**config.mk**
```make
export PLATFORM = sky130hd
export DESIGN_NAME = bram_mem_arb
export DESIGN_NICKNAME = d
export VERILOG_FILES = /design/src/rtl/bram_mem_arb.sv
export SDC_FILE = /design/constraint.sdc
export NUM_CORES = 1
export LEC_CHECK = 0
export ABC_CLOCK_PERIOD_IN_PS = 1530
export CORE_ASPECT_RATIO = 0.8
export CORE_MARGIN = 2
export CORE_UTILIZATION = 32
export CTS_CLUSTER_SIZE = 14
export DETAILED_ROUTE_END_ITERATION = 7
export GPL_ROUTABILITY_DRIVEN = 0
export GPL_TIMING_DRIVEN = 0
export PLACE_DENSITY = 0.78
export SYNTH_ARGS = -nofsm -noshare
export SYNTH_HDL_FRONTEND = slang
export SYNTH_SLANG_ARGS = --single-unit
```
**constraint.sdc**
```tcl
create_clock -name CLK -period 1.53 [get_ports CLK]
set_input_delay 0.306 -clock CLK [delete_from_list [all_inputs] [get_ports CLK]]
set_output_delay 0.306 -clock CLK [all_outputs]
set_load 0.02 [all_outputs]
```
**src/rtl/bram_mem_arb.sv**
```systemverilog
// bram_mem_arb: sequencer and arbiter in front of one simple dual-port BRAM
// (one write port, one registered read port with 1-cycle latency and
// write-first bypass).
//
// After reset the whole memory is zero-filled, one word per cycle, and
// INIT_DONE rises. In RUN the read port is shared between the lookup
// requester, which has priority, and the config requester. A config read
// that keeps losing is forced through after STARVE_LIMIT consecutive losses.
// STARVE_LIMIT = 0 gives strict lookup priority. The config requester also
// owns the write port.
//
// Ports:
//   CLK, RESET                      clock, synchronous active-high reset
//   INIT_DONE                       high once the zero-fill has completed
//   LU_REQ/LU_ADDR                  lookup read request, held until LU_ACK
//   LU_ACK                          combinational grant for the lookup
//   LU_VLD/LU_DATA                  lookup data, one cycle after LU_ACK
//   CFG_REQ/CFG_WR/CFG_ADDR/CFG_DIN config request, held until CFG_ACK
//   CFG_ACK/CFG_DOUT                completion pulse and held read data
//   MEM_WR/MEM_ADDR_WR/MEM_DIN      BRAM write port
//   MEM_RD/MEM_ADDR_RD/MEM_DOUT     BRAM read port
//
// Optional feature, controlled by the macro BRAM_MEM_ARB_STATS_EN:
//   When defined, the module adds the outputs STAT_LU_GRANTS and
//   STAT_CFG_FORCED. These are saturating 32-bit counters of lookup grants
//   and of forced config grants.
module bram_mem_arb #(
    parameter int ADDR_WIDTH   = 8,
    parameter int DATA_WIDTH   = 32,
    parameter int STARVE_LIMIT = 4
) (
    input  logic                  CLK,
    input  logic                  RESET,
    output logic                  INIT_DONE,
    input  logic                  LU_REQ,
    input  logic [ADDR_WIDTH-1:0] LU_ADDR,
    output logic                  LU_ACK,
    output logic                  LU_VLD,
    output logic [DATA_WIDTH-1:0] LU_DATA,
    input  logic                  CFG_REQ,
    input  logic                  CFG_WR,
    input  logic [ADDR_WIDTH-1:0] CFG_ADDR,
    input  logic [DATA_WIDTH-1:0] CFG_DIN,
    output logic                  CFG_ACK,
    output logic [DATA_WIDTH-1:0] CFG_DOUT,
    output logic                  MEM_WR,
    output logic [ADDR_WIDTH-1:0] MEM_ADDR_WR,
    output logic [DATA_WIDTH-1:0] MEM_DIN,
    output logic                  MEM_RD,
    output logic [ADDR_WIDTH-1:0] MEM_ADDR_RD,
`ifdef BRAM_MEM_ARB_STATS_EN
    output logic [31:0]           STAT_LU_GRANTS,
    output logic [31:0]           STAT_CFG_FORCED,
`endif
    input  logic [DATA_WIDTH-1:0] MEM_DOUT
);

    localparam int            SW         = (STARVE_LIMIT < 1) ? 1 : $clog2(STARVE_LIMIT + 1);
    localparam logic [SW-1:0] STARVE_MAX = SW'(STARVE_LIMIT);
    localparam bit            STARVE_EN  = (STARVE_LIMIT != 0);

    typedef enum logic {S_INIT, S_RUN} state_e;

    state_e                  state_q, state_d;
    logic [ADDR_WIDTH-1:0]   fill_q, fill_d;
    logic                    init_done_q, init_done_d;
    logic                    lu_vld_q, lu_vld_d;
    logic                    cfg_ack_q, cfg_ack_d;
    logic                    cfg_busy_q, cfg_busy_d;
    logic                    rd_owner_q, rd_owner_d;   // 1: last cycle's read belongs to config
    logic [SW-1:0]           starve_q, starve_d;
    logic [DATA_WIDTH-1:0]   cfg_dout_q, cfg_dout_d;

    logic init_act, run_act;
    logic cfg_wr_go, cfg_rd_pend, force_cfg, cfg_gnt, lu_gnt;

    // State register
    always_ff @(posedge CLK) begin
        if (RESET) begin
            state_q <= S_INIT;
            fill_q  <= '0;
        end else begin
            state_q <= state_d;
            fill_q  <= fill_d;
        end
    end

    // Next-state logic: walk the fill counter once over the whole memory
    always_comb begin
        state_d = state_q;
        fill_d  = fill_q;
        if (state_q == S_INIT) begin
            fill_d = fill_q + 1'b1;
            if (fill_q == '1) begin
                state_d = S_RUN;
            end
        end
    end

    // Output logic. A cycle with RESET high issues nothing, so an
    // operation caught by reset is never started or acknowledged.
    always_comb begin
        init_act    = (state_q == S_INIT) && !RESET;
        run_act     = (state_q == S_RUN) && !RESET;
        cfg_wr_go   = run_act && CFG_REQ && CFG_WR && !cfg_busy_q;
        cfg_rd_pend = run_act && CFG_REQ && !CFG_WR && !cfg_busy_q;
        force_cfg   = STARVE_EN && (starve_q == STARVE_MAX);
        cfg_gnt     = cfg_rd_pend && (force_cfg || !LU_REQ);
        lu_gnt      = run_act && LU_REQ && !cfg_gnt;

        MEM_WR      = init_act || cfg_wr_go;
        MEM_ADDR_WR = init_act ? fill_q : CFG_ADDR;
        MEM_DIN     = init_act ? '0 : CFG_DIN;
        MEM_RD      = cfg_gnt || lu_gnt;
        MEM_ADDR_RD = cfg_gnt ? CFG_ADDR : LU_ADDR;
        LU_ACK      = lu_gnt;
    end

    // Handshake and arbitration bookkeeping
    always_comb begin
        init_done_d = (state_d == S_RUN);
        lu_vld_d    = lu_gnt;
        cfg_ack_d   = cfg_wr_go || cfg_gnt;
        // Busy covers exactly the ACK cycle, so CFG_REQ is ignored there.
        cfg_busy_d  = cfg_wr_go || cfg_gnt;
        rd_owner_d  = cfg_gnt;
        starve_d    = starve_q;
        if (!cfg_rd_pend || cfg_gnt) begin
            starve_d = '0;
        end else if (starve_q != STARVE_MAX) begin
            starve_d = starve_q + 1'b1;
        end
        cfg_dout_d  = rd_owner_q ? MEM_DOUT : cfg_dout_q;
    end

    always_ff @(posedge CLK) begin
        if (RESET) begin
            init_done_q <= 1'b0;
            lu_vld_q    <= 1'b0;
            cfg_ack_q   <= 1'b0;
            cfg_busy_q  <= 1'b0;
            rd_owner_q  <= 1'b0;
            starve_q    <= '0;
            cfg_dout_q  <= '0;
        end else begin
            init_done_q <= init_done_d;
            lu_vld_q    <= lu_vld_d;
            cfg_ack_q   <= cfg_ack_d;
            cfg_busy_q  <= cfg_busy_d;
            rd_owner_q  <= rd_owner_d;
            starve_q    <= starve_d;
            cfg_dout_q  <= cfg_dout_d;
        end
    end

    assign INIT_DONE = init_done_q;
    assign LU_VLD    = lu_vld_q && !RESET;
    assign LU_DATA   = MEM_DOUT;
    assign CFG_ACK   = cfg_ack_q && !RESET;
    // Read data is shown straight from the BRAM in the ACK cycle, then held.
    assign CFG_DOUT  = (rd_owner_q && !RESET) ? MEM_DOUT : cfg_dout_q;

`ifdef BRAM_MEM_ARB_STATS_EN
    logic [31:0] stat_lu_q, stat_frc_q;

    always_ff @(posedge CLK) begin
        if (RESET) begin
            stat_lu_q  <= '0;
            stat_frc_q <= '0;
        end else begin
            if (lu_gnt && (stat_lu_q != '1)) begin
                stat_lu_q <= stat_lu_q + 32'd1;
            end
            // Only count grants that actually overrode a pending lookup.
            if (cfg_gnt && force_cfg && LU_REQ && (stat_frc_q != '1)) begin
                stat_frc_q <= stat_frc_q + 32'd1;
            end
        end
    end

    assign STAT_LU_GRANTS  = stat_lu_q;
    assign STAT_CFG_FORCED = stat_frc_q;
`endif

endmodule

```
==> flow_summary_export.csv, run 1 <==
group,metric,value,unit
clocking,cts_root_buf,"clkbuf_8",
global_routing,grt_antenna_before_repair,0,
status,status,"complete, but fails checks",
synthesis,synth_nets,385,
synthesis,synth_edf_count,0,
clocking,cts_tree,"yes",
pwr,max-vdd-ir-drop,0.3579,mV
detailed_routing,drc,0,
sta,relSlewSlack,68.06,%
global_routing,track_usage,18.52,%
worst_setup_path,worstSetupPathType,"flop to output pin",
synthesis,synth_area,2880,µm²
sta,finalWorstSetupSlack,-568.3,ps
worst_setup_path,rr_endpoint,"fill_q[7]",
synthesis,synth-seq-area-share,32.67,%
synthesis,synth_top_family_by_area,"multiplexers",
worst_setup_path,cp.arrival,1790,ps
synthesis,synth_xor_area_share,1.520,%
place,io_buffers,202,
worst_setup_path,regToRegSetupSlack,70,ps
sta,drv_slew,0,
detailed_routing,wl,10130,µm
global_routing,grt_max_degree,16,
synthesis,dominantRegCellSynth,"dfxtp_1",
worst_setup_path,ff2ff_path_depth,6,
synthesis,ys_ff_latch,47,
die,rows,30,
worst_setup_path,reg2reg_from,"INIT_DONE",
worst_setup_path,end_kind,"output pin",
clocking,numCtsBuffers,5,
worst_setup_path,cp.required,1220,ps
sta,timing.fmax,476.6,MHz
worst_setup_path,crit_fanout,8,
finish,fin_nets,628,
synthesis,synth_mux_area_share,30.23,%
worst_setup_path,cp_common_cell,"buf_6",
detailed_routing,wl_per_cell,15.51,µm
die,start_util,33.51,%
detailed_routing,vias,2964,
worst_setup_path,max_stage_delay,330,ps
synthesis,synth_top_area_share,32.67,%
synthesis,yosysUniqueCellTypes,31,
sta,finalCritPeriodShare,137.1,%
sta,post-route-min-period,2098,ps
global_routing,grt_pass1_vias,2940,
detailed_routing,drt_iter0_markers,60,
clocking,clock_path_buffers,2,
pwr,finalPower,3.199,mW
min_path,hp-start,"MEM_DOUT[0]",
place,dp_hpwl,7035,µm
worst_setup_path,crit_chain,"inv_2, ha_4, a21bo_4, nor3b_4, buf_6, mux2_4, buf_6",
finish,area_delta_synth_final,110.0,%
finish,fin_area,6050,µm²
clocking,cts.sinks,47,
die,design.portCount,203,
synthesis,ys_async_sr_fraction,0,%
synthesis,synthCells,297,
detailed_routing,ant_nets,0,
sta,final-setup-viol-count,82,
place,post_dp_cell_area,5196,µm²
sta,rsz0062_at_grt,"yes",
worst_setup_path,crit_slowest_cell,"dfxtp_2",
min_path,min_delay_path_depth,3,
clocking,htreeDepth,2,
global_routing,grt.overflow.total,0,
sta,timing.setup.tns,-27030,ps
sta,finalHoldViolations,0,
synthesis,synth_compound_area_share,1.911,%
synthesis,ys_warn_count,0,
flow_run,cap_violations,0,
die,core_area,8596,µm²
sta,tightestPinTransition,479.1,ps
sta,final.setup_skew,10.48,ps
clocking,clkTransAtPathRegs,100,ps
finish,drive_above_1_share,53.79,%
clocking,insertion_delay,300,ps
synthesis,avgSynthCellArea,9.698,µm²
worst_setup_path,start_kind,"flop",
sta,fin_hold_ws,348.8,ps
die,fp.dieArea,9780,µm²
pwr,power_density,528.9,nW/µm²
synthesis,synthTopCellsByArea,"dfxtp_1, mux2_2, mux2i_1",
place,pre_cts_slack,-1129,ps
synthesis,synth_top_cell_by_area,"dfxtp_1",
finish,num_antenna_cells,0,
global_routing,grt_pass1_wl,14100,µm
die,die_h,88.86,µm
pwr,power_leakage,2.703,nW
detailed_routing,via_per_inst,4.539,
min_path,hold_end,"cfg_dout_q[0]",
synthesis,synth_adder_area_share,1.303,%
min_path,holdCritPathClass,"primary input to flop",
detailed_routing,dr.pass1.iters,4,
synthesis,yosys.area_share.simple,19.46,%
status,violations,"setup timing",
die,fp.dieW,110.1,µm
-- cells by family (layout without fill, tap and decap cells) --
kind of cell,after synthesis,count (layout)
muxes,81,81
adders and majority gates,3,3
buffers and inverters,54,298
and+or+nand+nor,98,98
AOI/OAI and AO/OA,9,9
xor gates and xnor gates,5,5
DFF,47,47
-- worst max path at each step --
stage | end | cells after the start | startpoint
after floorplan | MEM_ADDR_RD[1] | 6 | starve_q[1]
after global placement | MEM_ADDR_RD[6] | 6 | RESET
after detailed placement | MEM_ADDR_RD[4] | 6 | RESET
after CTS | MEM_ADDR_RD[4] | 7 | starve_q[1]
after global routing | MEM_ADDR_RD[6] | 7 | starve_q[0]
final | MEM_ADDR_RD[4] | 7 | starve_q[0]
-- flip-flops by register name, summed over array words and instances, names as in the netlist --
signal / flops
INIT_DONE: 1
cfg_busy_q: 1
cfg_dout_q: 32
fill_q: 8
lu_vld_q: 1
rd_owner_q: 1
starve_q: 3
-- metal layers --
metal | share of wire, % | up-vias | global-route usage (%)
met5 | 0 | - | 0
met4 | 2.7 | 0 | 5.063
met3 | 7.6 | 19 | 3.976
met2 | 54 | 130 | 35.97
met1 | 36 | 1369 | 20.20
li1 | - | 1446 | -
-- cell usage after synthesis (2+ instances only) --
cell type and number:
and2b_1 6, inv_1 3, a21oi_1 4, clkbuf_1 6, buf_4 33, or3_1 4
nand3b_1 3, mux2i_1 33, xnor2_1 2, buf_6 5, o21ai_0 3, mux2_2 45
dfxtp_1 47, nor2b_1 29, nand3_1 2, ha_1 3, xor2_1 3, mux2_1 3
buf_2 6, nor2_1 46
-- where the power goes --
part / switching, mW / internal (mW)
Combinational: 0.394 / 0.583
Clock: 0.443 / 0.538
Sequential: 0.0140 / 1.23
-- final cells by class --
| type | instances | area [µm²] |
|---|---|---|
| Clock inverter | 2 | 38.79 |
| Clock buffer | 6 | 82.58 |
| Buffer | 50 | 447.9 |
| Sequential cell | 47 | 948.4 |
| Fill cell | 610 | 2546 |
| Inverter | 3 | 11.26 |
| Timing Repair Buffer | 237 | 2467 |
| Tap cell | 112 | 140.1 |
| Multi-Input combinational cell | 196 | 1913 |
-- cells in the final DEF (no fill, tap or decap), types with 11 or more instances in the layout --
cell and instances:
buf_6 96, clkdlybuf4s50_1 76, buf_4 49, mux2_4 48, nor2_1 44, dfxtp_1 43, mux2i_1 33, clkdlybuf4s15_2 20
nor2b_4 15, clkbuf_2 13, nor2b_1 11
-- worst max-delay path, delay by kind of cell, from the launching register on --
| kind | cells | cell delay, ps |
|---|---|---|
| flops | 1 | 330 |
| buf+inv | 3 | 380 |
| simple gates | 1 | 210 |
| fa+ha+maj | 1 | 130 |
| mux | 1 | 320 |
| compound gates | 1 | 110 |
-- stage by stage --
stage	std cells	util (%)
3_5_place_dp	611	60.45
5_1_grt	653	70.38
3_3_place_gp	611	60.45
4_1_cts	654	68.63
6_report	653	70.38
2_1_floorplan	297	-
-- repair_timing --
action | in CTS | in global routing
setup endpoints to repair | 118 | 103
gates resized for setup | 618 | 97
cloned | 6 | 0
hold buffers | 0 | 0
pin swaps | 4 | 8
buffers inserted | 29 | 5
Note: power is estimated with default switching activity, not from simulation.
==> run 2, diff against run 1 <==
PLACE_DENSITY = unset   (was 0.78)
PLACE_DENSITY_LB_ADDON = 0.2   (was unset)
==> flow_summary_export.csv, run 2 (synthesis gave the netlist of run 1 again) <==
group,metric,value,unit
status,status,"complete, but fails checks",
status,violations,"setup timing",
finish,stdcell_count,652,
worst_setup_path,worstSetupPathType,"primary input to output pin",
sta,final.setup_skew,4.759,ps
detailed_routing,drt_iter0_markers,70,
detailed_routing,dr.pass1.iters,4,
die,die_h,88.86,µm
die,fp.dieW,110.1,µm
sta,post-route-min-period,2106,ps
detailed_routing,wl_per_cell,14.16,µm
pwr,power_density,502.1,nW/µm²
global_routing,grt_antenna_before_repair,0,
global_routing,grt_pass1_vias,2996,
worst_setup_path,crit_fanout,8,
clocking,htreeDepth,2,
clocking,cts_root_buf,"clkbuf_8",
global_routing,grt_max_degree,14,
worst_setup_path,end_kind,"output pin",
die,design.portCount,203,
clocking,cts.sinks,47,
clocking,numCtsBuffers,5,
pwr,pwr-share-comb,31.0,%
pwr,p_seq_share,42.0,%
sta,finalCritPeriodShare,137.7,%
global_routing,grt_pass1_wl,14060,µm
detailed_routing,drc,0,
finish,reg_top3,"cfg_dout_q (32), fill_q (8), starve_q (3)",
finish,largest_register_ffs,32,
finish,final_cell_mix,"buf_6, clkdlybuf4s50_1, buf_4, mux2_4, nor2_1",
clocking,insertion_delay,290,ps
sta,timing.fmax,474.8,MHz
die,core_area,8596,µm²
sta,final-setup-viol-count,82,
pwr,clockPowerShare,27.0,%
pwr,netSwitchingFraction,25.97,%
clocking,ctsHoldBuffers,0,
detailed_routing,vias,2904,
detailed_routing,ant_nets,0,
pwr,power.switching,765.5,µW
pwr,intPower,2.182,mW
sta,rsz0062_at_grt,"yes",
die,start_util,33.51,%
clocking,clkTransAtPathRegs,80,ps
finish,drive_above_1_share,51.30,%
sta,tightestPinTransition,436.5,ps
global_routing,track_usage,18.31,%
place,io_buffers,202,
global_routing,grt.overflow.total,0,
finish,fin_nets,627,
min_path,holdCritPathClass,"primary input to flop",
flow_run,cap_violations,0,
die,rows,30,
finish,num_antenna_cells,0,
die,fp.dieArea,9780,µm²
sta,finalWorstSetupSlack,-576.3,ps
worst_setup_path,cp.required,1220,ps
clocking,clock_path_buffers,2,
sta,drv_slew,0,
detailed_routing,wl,9233,µm
finish,regMostFlops,"cfg_dout_q",
finish,area_delta_synth_final,103.8,%
worst_setup_path,cp.arrival,1800,ps
sta,fin_hold_ws,343.9,ps
clocking,cts_tree,"yes",
sta,relSlewSlack,70.90,%
sta,finalHoldViolations,0,
pwr,power_leakage,2.623,nW
place,dp_hpwl,6765,µm
place,pre_cts_slack,-1216,ps
worst_setup_path,start_kind,"primary input",
detailed_routing,via_per_inst,4.454,
finish,layout_commonest_cell,"buf_6",
pwr,max-vdd-ir-drop,0.2915,mV
place,dp_cells,611,
==> run 2: final cells by class <==
class	instances	area, µm²
fill	680	2725
buffer	45	362.8
clock buffer	8	100.1
sequential	47	948.4
inverter	3	11.26
multi-input combinational	196	1853
tap	112	140.1
timing repair buffer	241	2455
==> run 2: power by group through the flow <==
stage	Clock (mW)	Sequential (mW)	Combinational, mW
6_report	0.796	1.24	0.912
3_3_place_gp	0	1.27	0.821
5_1_grt	0.874	1.24	0.970
3_5_place_dp	0	1.27	0.830
4_1_cts	0.833	1.24	0.898
2_1_floorplan	0	1.27	0.339
==> run 2: final timing paths <==
| check | from | to | slack, ps | cells past startpoint |
|---|---|---|---|---|
| worst max register to register | INIT_DONE | fill_q[7] | 20 | 6 |
| worst min-delay path | MEM_DOUT[22] | cfg_dout_q[22] | 340 | 3 |
| worst max-delay path | LU_REQ | MEM_ADDR_RD[4] | -580 | 6 |
| worst min register to register | cfg_dout_q[5] | cfg_dout_q[5] | 500 | 2 |
==> run 2: through the flow <==
| stage | cell area [µm²] | setup TNS (ps) | power (mW) | util [%] |
|---|---|---|---|---|
| floorplan | 3034 | -702.9 | 1.606 | - |
| global placement | 5196 | -100170 | 2.090 | 60.45 |
| detailed placement | 5196 | -103170 | 2.099 | 60.45 |
| CTS | 5884 | -36530 | 2.969 | 68.46 |
| global route | 5871 | -33300 | 3.085 | 68.30 |
| finish | 5871 | -27460 | 2.948 | 68.30 |
==> run 2: routing by layer <==
metal	wire, µm	GRT usage (%)
met5	0	0
met3	992	7.069
met1	3423	19.24
met2	4732	34.24
met4	84	4.718
==> run 2: what timing repair did <==
item / CTS / global route
resized for setup: 611 / 73
setup endpoints to repair: 118 / 109
gates cloned: 6 / 0
buffers inserted: 30 / 12
pin swaps: 5 / 4
==> run 2: worst max-delay path: stages <==
cell	delay [ps]
clkdlybuf4s50_1	430
a21bo_4	190
nor3b_4	230
buf_6	190
mux2_4	310
buf_6	130
